`config.mk`:
```
export PLATFORM = sky130hd
export DESIGN_NAME = pet_need_engine_flat
export DESIGN_NICKNAME = d
export VERILOG_FILES = /design/src/rtl/pet_need_engine_if.sv /design/src/rtl/pet_need_engine.sv /design/src/flat_wrapper.sv
export SDC_FILE = /design/constraint.sdc
export NUM_CORES = 1
export LEC_CHECK = 0
export BUFFER_PORTS_ARGS = -buffer_cell sky130_fd_sc_hd__buf_2
export CAP_MARGIN = 15
export CORE_ASPECT_RATIO = 1.75
export CORE_MARGIN = 5
export CORE_UTILIZATION = 55
export CTS_CLUSTER_DIAMETER = 50
export DETAILED_ROUTE_END_ITERATION = 16
export MAX_ROUTING_LAYER = met4
export PLACE_DENSITY_LB_ADDON = 0.1
export SYNTH_ARGS = -nofsm -noshare
export SYNTH_HDL_FRONTEND = slang
export SYNTH_SLANG_ARGS = --single-unit
```
`constraint.sdc`:
```
create_clock -name clk -period 3.44 [get_ports clk]
set_input_delay 0.688 -clock clk [delete_from_list [all_inputs] [get_ports clk]]
set_output_delay 0.688 -clock clk [all_outputs]
set_load 0.02 [all_outputs]
```
`src/rtl/pet_need_engine_if.sv`:
```
// +--------------------------------------------------------------------+
// | pet_need_engine_if : action/level bundle between decoder and pet    |
// | Rev 1.0                                                              |
// +--------------------------------------------------------------------+
`default_nettype none

interface pet_need_engine_if #(
  parameter int NUM_NEEDS = 3,
  parameter int LEVEL_W   = 3
);
  logic                           accel;
  logic [NUM_NEEDS-1:0]           act;
  logic [NUM_NEEDS*LEVEL_W-1:0]   level;
  logic [NUM_NEEDS-1:0]           alarm;
  logic [1:0]                     mood;
  logic                           tick;

  modport master (
    output accel, act,
    input  level, alarm, mood, tick
  );

  modport slave (
    input  accel, act,
    output level, alarm, mood, tick
  );
endinterface

`default_nettype wire

```
`src/rtl/pet_need_engine.sv`:
```
// +--------------------------------------------------------------------+
// | pet_need_engine : saturating need levels with per-need decay timers |
// | Rev 1.0                                                              |
// +--------------------------------------------------------------------+
`default_nettype none

module pet_need_engine #(
  parameter int NUM_NEEDS   = 3,
  parameter int LEVEL_W     = 3,
  parameter int MAX_LEVEL   = 7,
  parameter int RESET_LEVEL = 4,
  parameter int TICK_DIV    = 50_000_000,
  parameter int TEST_DIV    = 4,
  parameter int DECAY_TICKS = 5,
  parameter int LOW_THRESH  = 2
) (
  input  logic              clk,
  input  logic              rst,
  pet_need_engine_if.slave  bus
);

  localparam int MAX_DIV = (TICK_DIV > TEST_DIV) ? TICK_DIV : TEST_DIV;
  localparam int CNT_W   = $clog2(MAX_DIV) + 1;
  localparam int DCNT_W  = $clog2(DECAY_TICKS) + 1;

  localparam logic [1:0] MOOD_CRITICAL = 2'd0;
  localparam logic [1:0] MOOD_SAD      = 2'd1;
  localparam logic [1:0] MOOD_CONTENT  = 2'd2;
  localparam logic [1:0] MOOD_HAPPY    = 2'd3;

  logic [CNT_W-1:0]     cnt_q, cnt_d, limit_m1;
  logic                 tick_q, tick_hit;
  logic [NUM_NEEDS-1:0] act_q, act_rise;
  logic [LEVEL_W-1:0]   level_q [NUM_NEEDS];
  logic [LEVEL_W-1:0]   level_d [NUM_NEEDS];
  logic [DCNT_W-1:0]    dcnt_q  [NUM_NEEDS];
  logic [DCNT_W-1:0]    dcnt_d  [NUM_NEEDS];

  // >= compare keeps a mid-count switch to the shorter period from overrunning
  assign limit_m1 = bus.accel ? CNT_W'(TEST_DIV - 1) : CNT_W'(TICK_DIV - 1);
  assign tick_hit = (cnt_q >= limit_m1);
  assign cnt_d    = tick_hit ? '0 : cnt_q + CNT_W'(1);
  assign act_rise = bus.act & ~act_q;

  always_comb begin
    for (int i = 0; i < NUM_NEEDS; i++) begin
      level_d[i] = level_q[i];
      dcnt_d[i]  = dcnt_q[i];
      if (act_rise[i]) begin
        if (level_q[i] < LEVEL_W'(MAX_LEVEL)) level_d[i] = level_q[i] + LEVEL_W'(1);
        dcnt_d[i] = '0;
      end else if (tick_hit) begin
        if (dcnt_q[i] == DCNT_W'(DECAY_TICKS - 1)) begin
          if (level_q[i] != '0) level_d[i] = level_q[i] - LEVEL_W'(1);
          dcnt_d[i] = '0;
        end else begin
          dcnt_d[i] = dcnt_q[i] + DCNT_W'(1);
        end
      end
    end
  end

  always_ff @(posedge clk or posedge rst) begin
    if (rst) begin
      cnt_q  <= '0;
      tick_q <= 1'b0;
      act_q  <= '0;
      for (int i = 0; i < NUM_NEEDS; i++) begin
        level_q[i] <= LEVEL_W'(RESET_LEVEL);
        dcnt_q[i]  <= '0;
      end
    end else begin
      cnt_q  <= cnt_d;
      tick_q <= tick_hit;
      act_q  <= bus.act;
      for (int i = 0; i < NUM_NEEDS; i++) begin
        level_q[i] <= level_d[i];
        dcnt_q[i]  <= dcnt_d[i];
      end
    end
  end

  logic [NUM_NEEDS*LEVEL_W-1:0] level_pk;
  logic [NUM_NEEDS-1:0]         alarm_v;
  logic                         any_low, all_max;
  logic [1:0]                   mood_v;

  always_comb begin
    level_pk = '0;
    alarm_v  = '0;
    any_low  = 1'b0;
    all_max  = 1'b1;
    for (int i = 0; i < NUM_NEEDS; i++) begin
      level_pk[i*LEVEL_W +: LEVEL_W] = level_q[i];
      alarm_v[i] = (level_q[i] == '0);
      if (level_q[i] <= LEVEL_W'(LOW_THRESH)) any_low = 1'b1;
      if (level_q[i] != LEVEL_W'(MAX_LEVEL))  all_max = 1'b0;
    end
    if (|alarm_v)     mood_v = MOOD_CRITICAL;
    else if (any_low) mood_v = MOOD_SAD;
    else if (all_max) mood_v = MOOD_HAPPY;
    else              mood_v = MOOD_CONTENT;
  end

  assign bus.level = level_pk;
  assign bus.alarm = alarm_v;
  assign bus.mood  = mood_v;
  assign bus.tick  = tick_q;

endmodule

`default_nettype wire
```
`src/flat_wrapper.sv`:
```
// flat-port wrapper written by rule: the top's interface ports become plain ports
module pet_need_engine_flat 
#(
  parameter int NUM_NEEDS   = 3,
  parameter int LEVEL_W     = 3,
  parameter int MAX_LEVEL   = 7,
  parameter int RESET_LEVEL = 4,
  parameter int TICK_DIV    = 50_000_000,
  parameter int TEST_DIV    = 4,
  parameter int DECAY_TICKS = 5,
  parameter int LOW_THRESH  = 2
)
  (clk, rst, bus_accel, bus_act, bus_level, bus_alarm, bus_mood, bus_tick);
  pet_need_engine_if #(.NUM_NEEDS(NUM_NEEDS), .LEVEL_W(LEVEL_W)) bus_i ();
  input  logic clk;
  input  logic rst;
  input wire logic [$bits(bus_i.accel)-1:0] bus_accel;
  input wire logic [$bits(bus_i.act)-1:0] bus_act;
  output wire logic [$bits(bus_i.level)-1:0] bus_level;
  output wire logic [$bits(bus_i.alarm)-1:0] bus_alarm;
  output wire logic [$bits(bus_i.mood)-1:0] bus_mood;
  output wire logic [$bits(bus_i.tick)-1:0] bus_tick;
  assign bus_i.accel = bus_accel;
  assign bus_i.act = bus_act;
  assign bus_level = bus_i.level;
  assign bus_alarm = bus_i.alarm;
  assign bus_mood = bus_i.mood;
  assign bus_tick = bus_i.tick;
  pet_need_engine #(.NUM_NEEDS(NUM_NEEDS), .LEVEL_W(LEVEL_W), .MAX_LEVEL(MAX_LEVEL), .RESET_LEVEL(RESET_LEVEL), .TICK_DIV(TICK_DIV), .TEST_DIV(TEST_DIV), .DECAY_TICKS(DECAY_TICKS), .LOW_THRESH(LOW_THRESH)) u_core (.clk(clk), .rst(rst), .bus(bus_i));
endmodule
```
==> results of run 1 <==
-- final timing paths --
| kind | end | slack, ns |
|---|---|---|
| max | u_core.bus.level[4]$_DFFE_PP0P_ | 0.89 |
| max reg2reg | u_core.bus.level[4]$_DFFE_PP0P_ | 1.12 |
| min reg2reg | u_core.cnt_q[0]$_DFF_PP0_ | 0.54 |
| min in group clk | u_core.act_q[0]$_DFF_PP0_ | 0.49 |
| min | u_core.cnt_q[15]$_DFF_PP0_ | 0.31 |
| max in group asynchronous | u_core.bus.level[5]$_DFFE_PP1P_ | 2.57 |
-- stage by stage --
step | total power, mW | std cells | area (um^2) | hold WS [ns] | utilization
floorplan | 1.24 | 328 | 3120 | 0.478 | -
global placement | 1.41 | 418 | 3300 | 0.528 | 0.595
detailed placement | 1.43 | 418 | 3300 | 0.531 | 0.595
CTS | 1.80 | 426 | 3390 | 0.481 | 0.611
global route | 1.90 | 427 | 3410 | 0.336 | 0.615
finish | 1.77 | 427 | 3410 | 0.314 | 0.615
-- layout by cell type, fill, tap and decap left out, types with 3 or more instances in the layout --
| cell type | n |
|---|---|
| nor2_1 | 49 |
| o21ai_0 | 12 |
| buf_2 | 20 |
| dfrtp_1 | 49 |
| inv_1 | 17 |
| nand2_1 | 27 |
| nor3_1 | 8 |
| a31oi_1 | 4 |
| nand3_1 | 16 |
| ha_1 | 23 |
| and4_1 | 5 |
| xor2_1 | 12 |
| o21ai_1 | 3 |
| buf_4 | 4 |
| or3_1 | 4 |
| and3_1 | 5 |
| clkbuf_8 | 6 |
| a21oi_1 | 9 |
| nand4_1 | 9 |
| o31a_1 | 3 |
| xnor2_1 | 15 |
| mux2_2 | 3 |
| dfstp_2 | 3 |
| fa_1 | 3 |
| nor3b_1 | 3 |
| mux2i_1 | 9 |
| nor2b_1 | 4 |
-- synthesized netlist by cell type, types with 4 or more instances --
cell type   n
ha_1       23
a31oi_1     4
nand4_1     9
clkbuf_1    5
buf_2       5
o21ai_0    12
and4_1      5
xnor2_1    15
inv_1      18
and3_1      5
xor2_1     12
nand3_1    16
or3_1       4
mux2i_1     9
nor2_1     49
a21oi_1     9
nor3_1      8
nor2b_1     4
dfrtp_1    49
nand2_1    27
-- cell type report --
type	count	area (um^2)
clock buffer	8	90.1
multi-input combinational	248	1700
sequential	52	1310
fill	532	2130
timing repair buffer	25	150
tap	76	95.1
inverter	18	67.6
-- kinds of logic (layout without fill, tap and decap cells) --
| group | count (synthesis) | after routing | share of synthesized area |
|---|---|---|---|
| AOI/OAI and AO/OA | 42 | 42 | 0.0863 |
| xor gates and xnor gates | 27 | 27 | 0.0759 |
| buffers and inverters | 28 | 51 | 0.0357 |
| and+or+nand+nor | 141 | 141 | 0.232 |
| adders and majority gates | 26 | 26 | 0.112 |
| DFF | 52 | 52 | 0.419 |
| muxes | 12 | 12 | 0.0398 |
-- sequential cells by signal (all words and copies together) (netlist names) --
name	count
u_core.bus.level	9
u_core.act_q	3
u_core.bus.tick	1
u_core.cnt_q	27
u_core.dcnt_q	12
-- per-layer routing --
metal	GRT usage	vias to the layer above	share of wire	wire length (um)
met5	-	-	0	0
met4	0.0885	0	0.020	123
met3	0.0286	7	0.022	136
met2	0.354	27	0.55	3430
met1	0.222	1156	0.41	2520
li1	-	1183	-	-
-- power breakdown --
part	switching, mW	leakage [nW]	internal [mW]
Sequential	0.152	0.688	0.708
Clock	0.194	0.0455	0.165
Combinational	0.326	0.879	0.230
Total	0.672	1.61	1.10
-- critical path: stages --
cell and delay (ns):
buf_2 0.30, ha_1 0.31, a21oi_1 0.17, o22ai_1 0.11
o311ai_2 0.28, nand4_2 0.24, o21ai_1 0.28, mux2_2 0.37
==> metrics.txt, run 1 <==
Seq/Total Area, Yosys 0.419; Setup Total Neg Slack 0 ns; ys flop type dfrtp_1; drc violations 0; GR Util All Layers 0.201; CTS tree done; Die X 66.9 um; ys async rst share 1.00; pin count of the biggest net entering global routing 53; Finish-stage setup viols 0; CP Capture Type flip-flop; Syn Nets 360; largest cells by area after synthesis dfrtp_1 39%, ha_1 9.2%, nor2_1 5.9%, xnor2_1 4.2%, xor2_1 3.4%; Leak 1.61 nW; Hold-fix buffers, CTS 0; Core ar. 5540 um^2; via count 2,373; Initial Util 0.562; initial antenna violation count 0; Avg WL per Cell 14.5 um; leading area contributor after synthesis dfrtp_1; CTS Sinks 52; crit path DAT 2.75 ns; clock root buffer clkbuf_8; VDD IR-drop max 0.477 mV; HP Class input port to async pin; Cells after Synth 328; CP Class input port to flip-flop; Synth Area per Inst 9.50 um^2; post-CTS setup buffers 0; final max-slew violation count 0; number of synthesized flops with an enable pin 0; relative slew slack 0.595; Cell Rows 36; area of the mapped netlist 3120 um^2; Slew @ Worst Pin 0.607 ns; fraction of layout cells with a size suffix above 1 0.128; Routability Congestion 0.864; outcome complete, no violations; total grt overflow 0; Routed Antenna Nets 0; first-pass GRT wire length 11,000 um; min Tclk post-route 2.55 ns; die footprint 7330 um^2; Chip Height 110 um; Fin. Hold Viols 0; Reg2Reg Depth 7; Post-DP HPWL 4630 um; Final Cycle Share 0.742; H-tree Lvls 2; post-synth top area share 0.394; post-CTS sizing 0; Pwr per Cell Area 521 nW/um^2; vias in the first global route 2,388; maxcap violations 0; DP Worst Slack 0.551 ns; worst path required time 3.63 ns; Yosys cell types 42; first drt pass iteration count 4; Clock Skews 0.00488 ns; CTS Buf Count 5; Syn-to-layout area delta 9.36%; WL final 6210 um; antenna diode count 0; FF+latch count, synth 52; final worst slack 0.888 ns; CTS clk-pin slew, worst paths 0.09 ns; r2r startpoint u_core.cnt_q[3]$_DFF_PP0_; RSZ-0062 raised after global routing no; worst skew pair latency 0.31 ns; io pins 21; Startpoint Class input port; initial drt markers 111; Yosys warning count 0; Vias/cell 5.56; port bufs 20; CP Launch Point bus_accel; Nets 382; Max Freq 392 MHz; Crit Path Max Fanout 16; clk buf depth 2
Power figures use the tool's default switching activity.
==> run 2: changes to the inputs <==
- clock period: 3.44 -> 2.1 ns (I/O delays scaled with it)
==> metrics.txt, run 2 (same netlist as run 1, synthesis figures left out) <==
outcome finished, violations left; failing checks negative setup slack; final worst slack -0.0922 ns (-0.981 ns); Die X 66.9 um (unchanged); port bufs 20 (unchanged); GR Util All Layers 0.221 (+0.0196); Routed Antenna Nets 0 (unchanged); fraction of layout cells with a size suffix above 1 0.289 (+0.160); H-tree Lvls 2 (unchanged); post-layout util 0.719 (+0.104); CTS Buf Count 5 (unchanged); HP Class input port to flip-flop; antenna diode count 0 (unchanged); Initial Util 0.562 (unchanged); Slew @ Worst Pin 0.487 ns (-0.120 ns); total grt overflow 0 (unchanged); Vias/cell 5.48 (-1.5%); Hold Path Origin bus_act[1]; Finish-stage setup viols 16 (+16); clock root buffer clkbuf_8; initial drt markers 83 (-25%); Chip Height 110 um (unchanged); io pins 21 (unchanged); CP Class flip-flop to primary output; largest reg by FF count u_core.cnt_q; r2r startpoint u_core.cnt_q[15]$_DFF_PP0_; global-route met3 utilization 0.0297 (+0.00102); Fin. Hold Viols 0 (unchanged); first drt pass iteration count 4 (unchanged); crit path DAT 1.77 ns (-0.98 ns); CP Launch Point u_core.bus.level[5]$_DFFE_PP1P_; maxcap violations 0 (unchanged); relative slew slack 0.673 (+0.0782); pin count of the biggest net entering global routing 45 (-15%); CP Capture Type primary output; via count 2,579 (+8.7%); Cell Rows 36 (unchanged); worst path required time 1.68 ns (-1.95 ns); most frequent cells in the layout 45 x nor2_1, 45 x dfrtp_1, 43 x buf_4, 27 x nand2_1; WL final 7050 um (+13%); die footprint 7330 um^2 (unchanged); Final Cycle Share 1.04; drc violations 0 (unchanged); CTS clk-pin slew, worst paths 0.10 ns (about the same); Startpoint Class flip-flop; CTS tree done; RSZ-0062 raised after global routing yes; Pwr per Cell Area 869 nW/um^2 (+67%); Leak 1.89 nW (+17%); final max-slew violation count 0 (unchanged); min Tclk post-route 2.19 ns; Max Freq 456 MHz; Crit Path Max Fanout 2 (-14); WHS Path Cells 1; Core ar. 5540 um^2 (unchanged); GRT met1 Usage 0.227 (+0.00518); Setup Total Neg Slack -0.752 ns (-0.752 ns); CTS Sinks 52 (unchanged); Post-DP HPWL 4940 um (+6.8%); Reg2Reg Depth 7 (unchanged); initial antenna violation count 0 (unchanged); Syn-to-layout area delta 27.8%; Avg WL per Cell 15.0 um (+2.9%); Clock Skews 0.0135 ns (+0.00864 ns); Nets 426 (+12%); grt peak-use layer met2; worst skew pair latency 0.32 ns (about the same); clk buf depth 2 (unchanged); final hold slack 0.211 ns (-0.102 ns); VDD IR-drop max 0.842 mV (+77%); first-pass GRT wire length 11,800 um (+7.5%); Routability Congestion 0.900 (+4.2%); routing usage on met2 0.397 (+0.0433); Largest register FFs 27 (unchanged); vias in the first global route 2,633 (+10%); total power 3.46 mW (+95%)
-- run 2: cell count changes in the layout (fill, tap and decap cells not counted), sizes merged --
cell	previous run	this run
buf	25	68
dlygate4sd3	0	1
clkbuf	8	6
bufinv	0	2
-- run 2: area by class of cell --
cell class	instances	area (um^2)
fill	455	1560
clock inverter	2	60.1
sequential	52	1310
inverter	18	67.6
multi-input combinational	248	1850
clock buffer	6	72.6
timing repair buffer	69	523
tap	76	95.1
-- run 2: routing by layer --
layer  part of all wire  up-vias
met4              0.040        0
li1                   -     1275
met3              0.022       19
met2               0.55       40
met5                  0        -
met1               0.39     1245
-- run 2: final timing paths --
| path | endpoint | slack (ns) |
|---|---|---|
| min reg2reg | u_core.dcnt_q[7]$_DFFE_PP0P_ | 0.55 |
| max in group asynchronous | u_core.bus.level[5]$_DFFE_PP1P_ | 0.99 |
| min in group asynchronous | u_core.cnt_q[11]$_DFF_PP0_ | 0.55 |
| min | u_core.act_q[1]$_DFF_PP0_ | 0.21 |
| max | bus_mood[0] | -0.09 |
| max reg2reg | u_core.bus.level[4]$_DFFE_PP0P_ | -0.08 |
-- run 2: per-stage QoR --
| step | cell area [um^2] | std cells | setup WS [ns] |
|---|---|---|---|
| after floorplan | 3120 | 328 | 0.0146 |
| after global placement | 3590 | 455 | -0.394 |
| after detailed placement | 3590 | 455 | -0.468 |
| after CTS | 3910 | 471 | -0.0534 |
| after global routing | 3980 | 471 | -0.214 |
| final | 3980 | 471 | -0.0922 |
-- run 2: worst max-delay path: stages (launching register included) --
cell and delay, ns:
dfstp_2 0.54, inv_1 0.06, nor2_2 0.14, nand4_1 0.11
o21ai_1 0.12, nand2_1 0.08, a211oi_2 0.23, buf_4 0.19
-- run 2: power by group --
group	internal [mW]	switching, mW
combinational	0.574	0.701
sequential	1.17	0.209
clock	0.476	0.331
-- run 2: timing repair --
action,CTS,global route
setup buffers,7,0
hold endpoints to repair,8,0
setup endpoints to repair,21,23
pin swaps,10,7
resized for setup,26,18
hold buffers,1,0
==> run 3: changes to the inputs <==
- clock period: 2.1 -> 1.83 ns (I/O delays scaled with it)
==> metrics.txt, run 3 (same netlist as run 1, synthesis figures left out) <==
outcome finished, violations left; failing checks negative setup slack; initial antenna violation count 0 (unchanged); Fin. Hold Viols 0 (unchanged); HP Class input port to flip-flop; first-pass GRT wire length 12,400 um (+5.4%); Setup crit end u_core.bus.level[7]$_DFFE_PP0P_; fraction of layout cells with a size suffix above 1 0.342 (+0.0535); placed cell count 468 (+2.9%); GR Util All Layers 0.233 (+0.0121); VDD IR-drop max 0.901 mV (+7.1%); largest reg by FF count u_core.cnt_q; Core ar. 5540 um^2 (unchanged); Cell Rows 36 (unchanged); worst skew pair latency 0.32 ns (about the same); Max Freq 447 MHz; critical path's slowest cell dfrtp_1; vias in the first global route 2,722 (+3.4%); clk buf depth 2 (unchanged); pin count of the biggest net entering global routing 44 (-2.2%); Initial Util 0.562 (unchanged); Slew @ Worst Pin 0.325 ns (-0.162 ns); Setup Total Neg Slack -13.99 ns (-13.24 ns); total grt overflow 0 (unchanged); Pwr per Cell Area 987 nW/um^2 (+14%); Largest register FFs 27 (unchanged); final hold slack 0.159 ns (-0.0529 ns); Final Cycle Share 1.22; clock root buffer clkbuf_8; CP Launch Point u_core.cnt_q[12]$_DFF_PP0_; RSZ-0062 raised after global routing yes; worst path required time 2.04 ns (+0.36 ns); kind of cell adding the most delay to the critical path compound AO/OA/AOI/OAI gates; most frequent cells in the layout 65 x buf_4, 49 x dfrtp_1, 47 x nor2_1, 24 x nand2_1, 19 x ha_1; Die X 66.9 um (unchanged); Nets 449 (+5.4%); critical path buffer and inverter count 0 (-2); Non-Filler Instances 494 (+4.9%); Leak 2.02 nW (+7.1%); crit path DAT 2.45 ns (+0.68 ns); Startpoint Class flip-flop; CTS tree done; Chip Height 110 um (unchanged); Routability Congestion 0.853 (-5.2%); Post-DP HPWL 5320 um (+7.6%); R2R setup slack -0.41 ns (-0.33 ns); Avg WL per Cell 15.7 um (+4.7%); die footprint 7330 um^2 (unchanged); CTS clk-pin slew, worst paths 0.09 ns (about the same); relative slew slack 0.781 (+0.108); Vias/cell 5.47 (about the same); min Tclk post-route 2.24 ns; CP Class flip-flop to flip-flop; initial drt markers 88 (+6.0%); Routed Antenna Nets 0 (unchanged); Clock Skews 0.00392 ns (-0.00960 ns); r2r startpoint u_core.cnt_q[12]$_DFF_PP0_; H-tree Lvls 2 (unchanged); CTS Sinks 52 (unchanged); via count 2,704 (+4.8%); total power 4.16 mW (+20%); CP Capture Type flip-flop; post-layout util 0.762 (+0.0427); final worst slack -0.406 ns (-0.314 ns); io pins 21 (unchanged); Syn-to-layout area delta 35.4%; first drt pass iteration count 4 (unchanged); CTS Buf Count 5 (unchanged); crit-path max cell delay 0.43 ns (-0.11 ns); final max-slew violation count 0 (unchanged); Finish-stage setup viols 50 (+34); critical path depth 7 (unchanged); Reg2Reg Depth 7 (unchanged); Crit Path Max Fanout 7 (+5); most common cell after layout, fill and taps aside buf_4; reg-to-reg endpoint u_core.bus.level[7]$_DFFE_PP0P_; maxcap violations 0 (unchanged); WL final 7740 um (+9.8%); port bufs 20 (unchanged); drc violations 0 (unchanged); cell-by-cell trace of the critical path ha_1, and3_4, o211ai_1, a41o_1, nand4_4, o21ai_2, mux2_4; antenna diode count 0 (unchanged)
-- run 3: area by class of cell --
type,count,area [um^2]
Clock buffer,6,72.6
Clock inverter,2,35.0
Fill cell,399,1320
Inverter,18,70.1
Multi-Input combinational cell,249,1950
Sequential cell,52,1310
Tap cell,76,95.1
Timing Repair Buffer,91,691
-- run 3: worst register-to-register path, stage by stage, from the launching register on --
cell and delay [ns]:
dfrtp_1 0.43, ha_1 0.31, and3_4 0.18, o211ai_1 0.17, a41o_1 0.26, nand4_4 0.22
o21ai_2 0.24, mux2_4 0.32
-- run 3: report_power, final --
part           switching, mW  internal (mW)  leakage (nW)
clock network          0.396          0.407        0.0552
registers              0.201           1.33         0.688
logic                  0.963          0.867          1.28
total                   1.56           2.60          2.02
-- run 3: worst min-delay path by stage --
stage	start	end	slack (ns)	depth (start not counted)
after floorplan	bus_act[0]	u_core.act_q[0]$_DFF_PP0_	0.40	0
after detailed placement	rst	u_core.dcnt_q[9]$_DFFE_PP0P_	0.30	2
after global placement	rst	u_core.dcnt_q[9]$_DFFE_PP0P_	0.30	2
after CTS	bus_act[0]	u_core.act_q[0]$_DFF_PP0_	0.15	1
final	bus_act[0]	u_core.act_q[0]$_DFF_PP0_	0.16	1
after global routing	bus_act[1]	u_core.act_q[1]$_DFF_PP0_	0.15	1
-- run 3: what timing repair did --
action | CTS | global route
setup endpoints to repair | 50 | 53
buffers inserted | 10 | 6
gates cloned | 1 | 0
hold endpoints to repair | 9 | 0
gates resized for setup | 19 | 28
pin swaps | 15 | 7
hold buffers | 1 | 0
-- run 3: stage by stage --
step | area [um^2] | setup WS (ns)
after floorplan | 3170 | -0.172
after global placement | 3730 | -0.646
after detailed placement | 3730 | -0.710
after CTS | 4030 | -0.369
after global routing | 4220 | -0.455
final | 4220 | -0.406
-- run 3: layer usage --
metal,routed length [um],vias up,track usage,part of all wire
met5,0,-,-,0
met4,291,0,0.119,0.038
met3,146,20,0.0368,0.019
met2,4210,41,0.403,0.54
met1,3090,1316,0.253,0.40
li1,-,1327,-,-
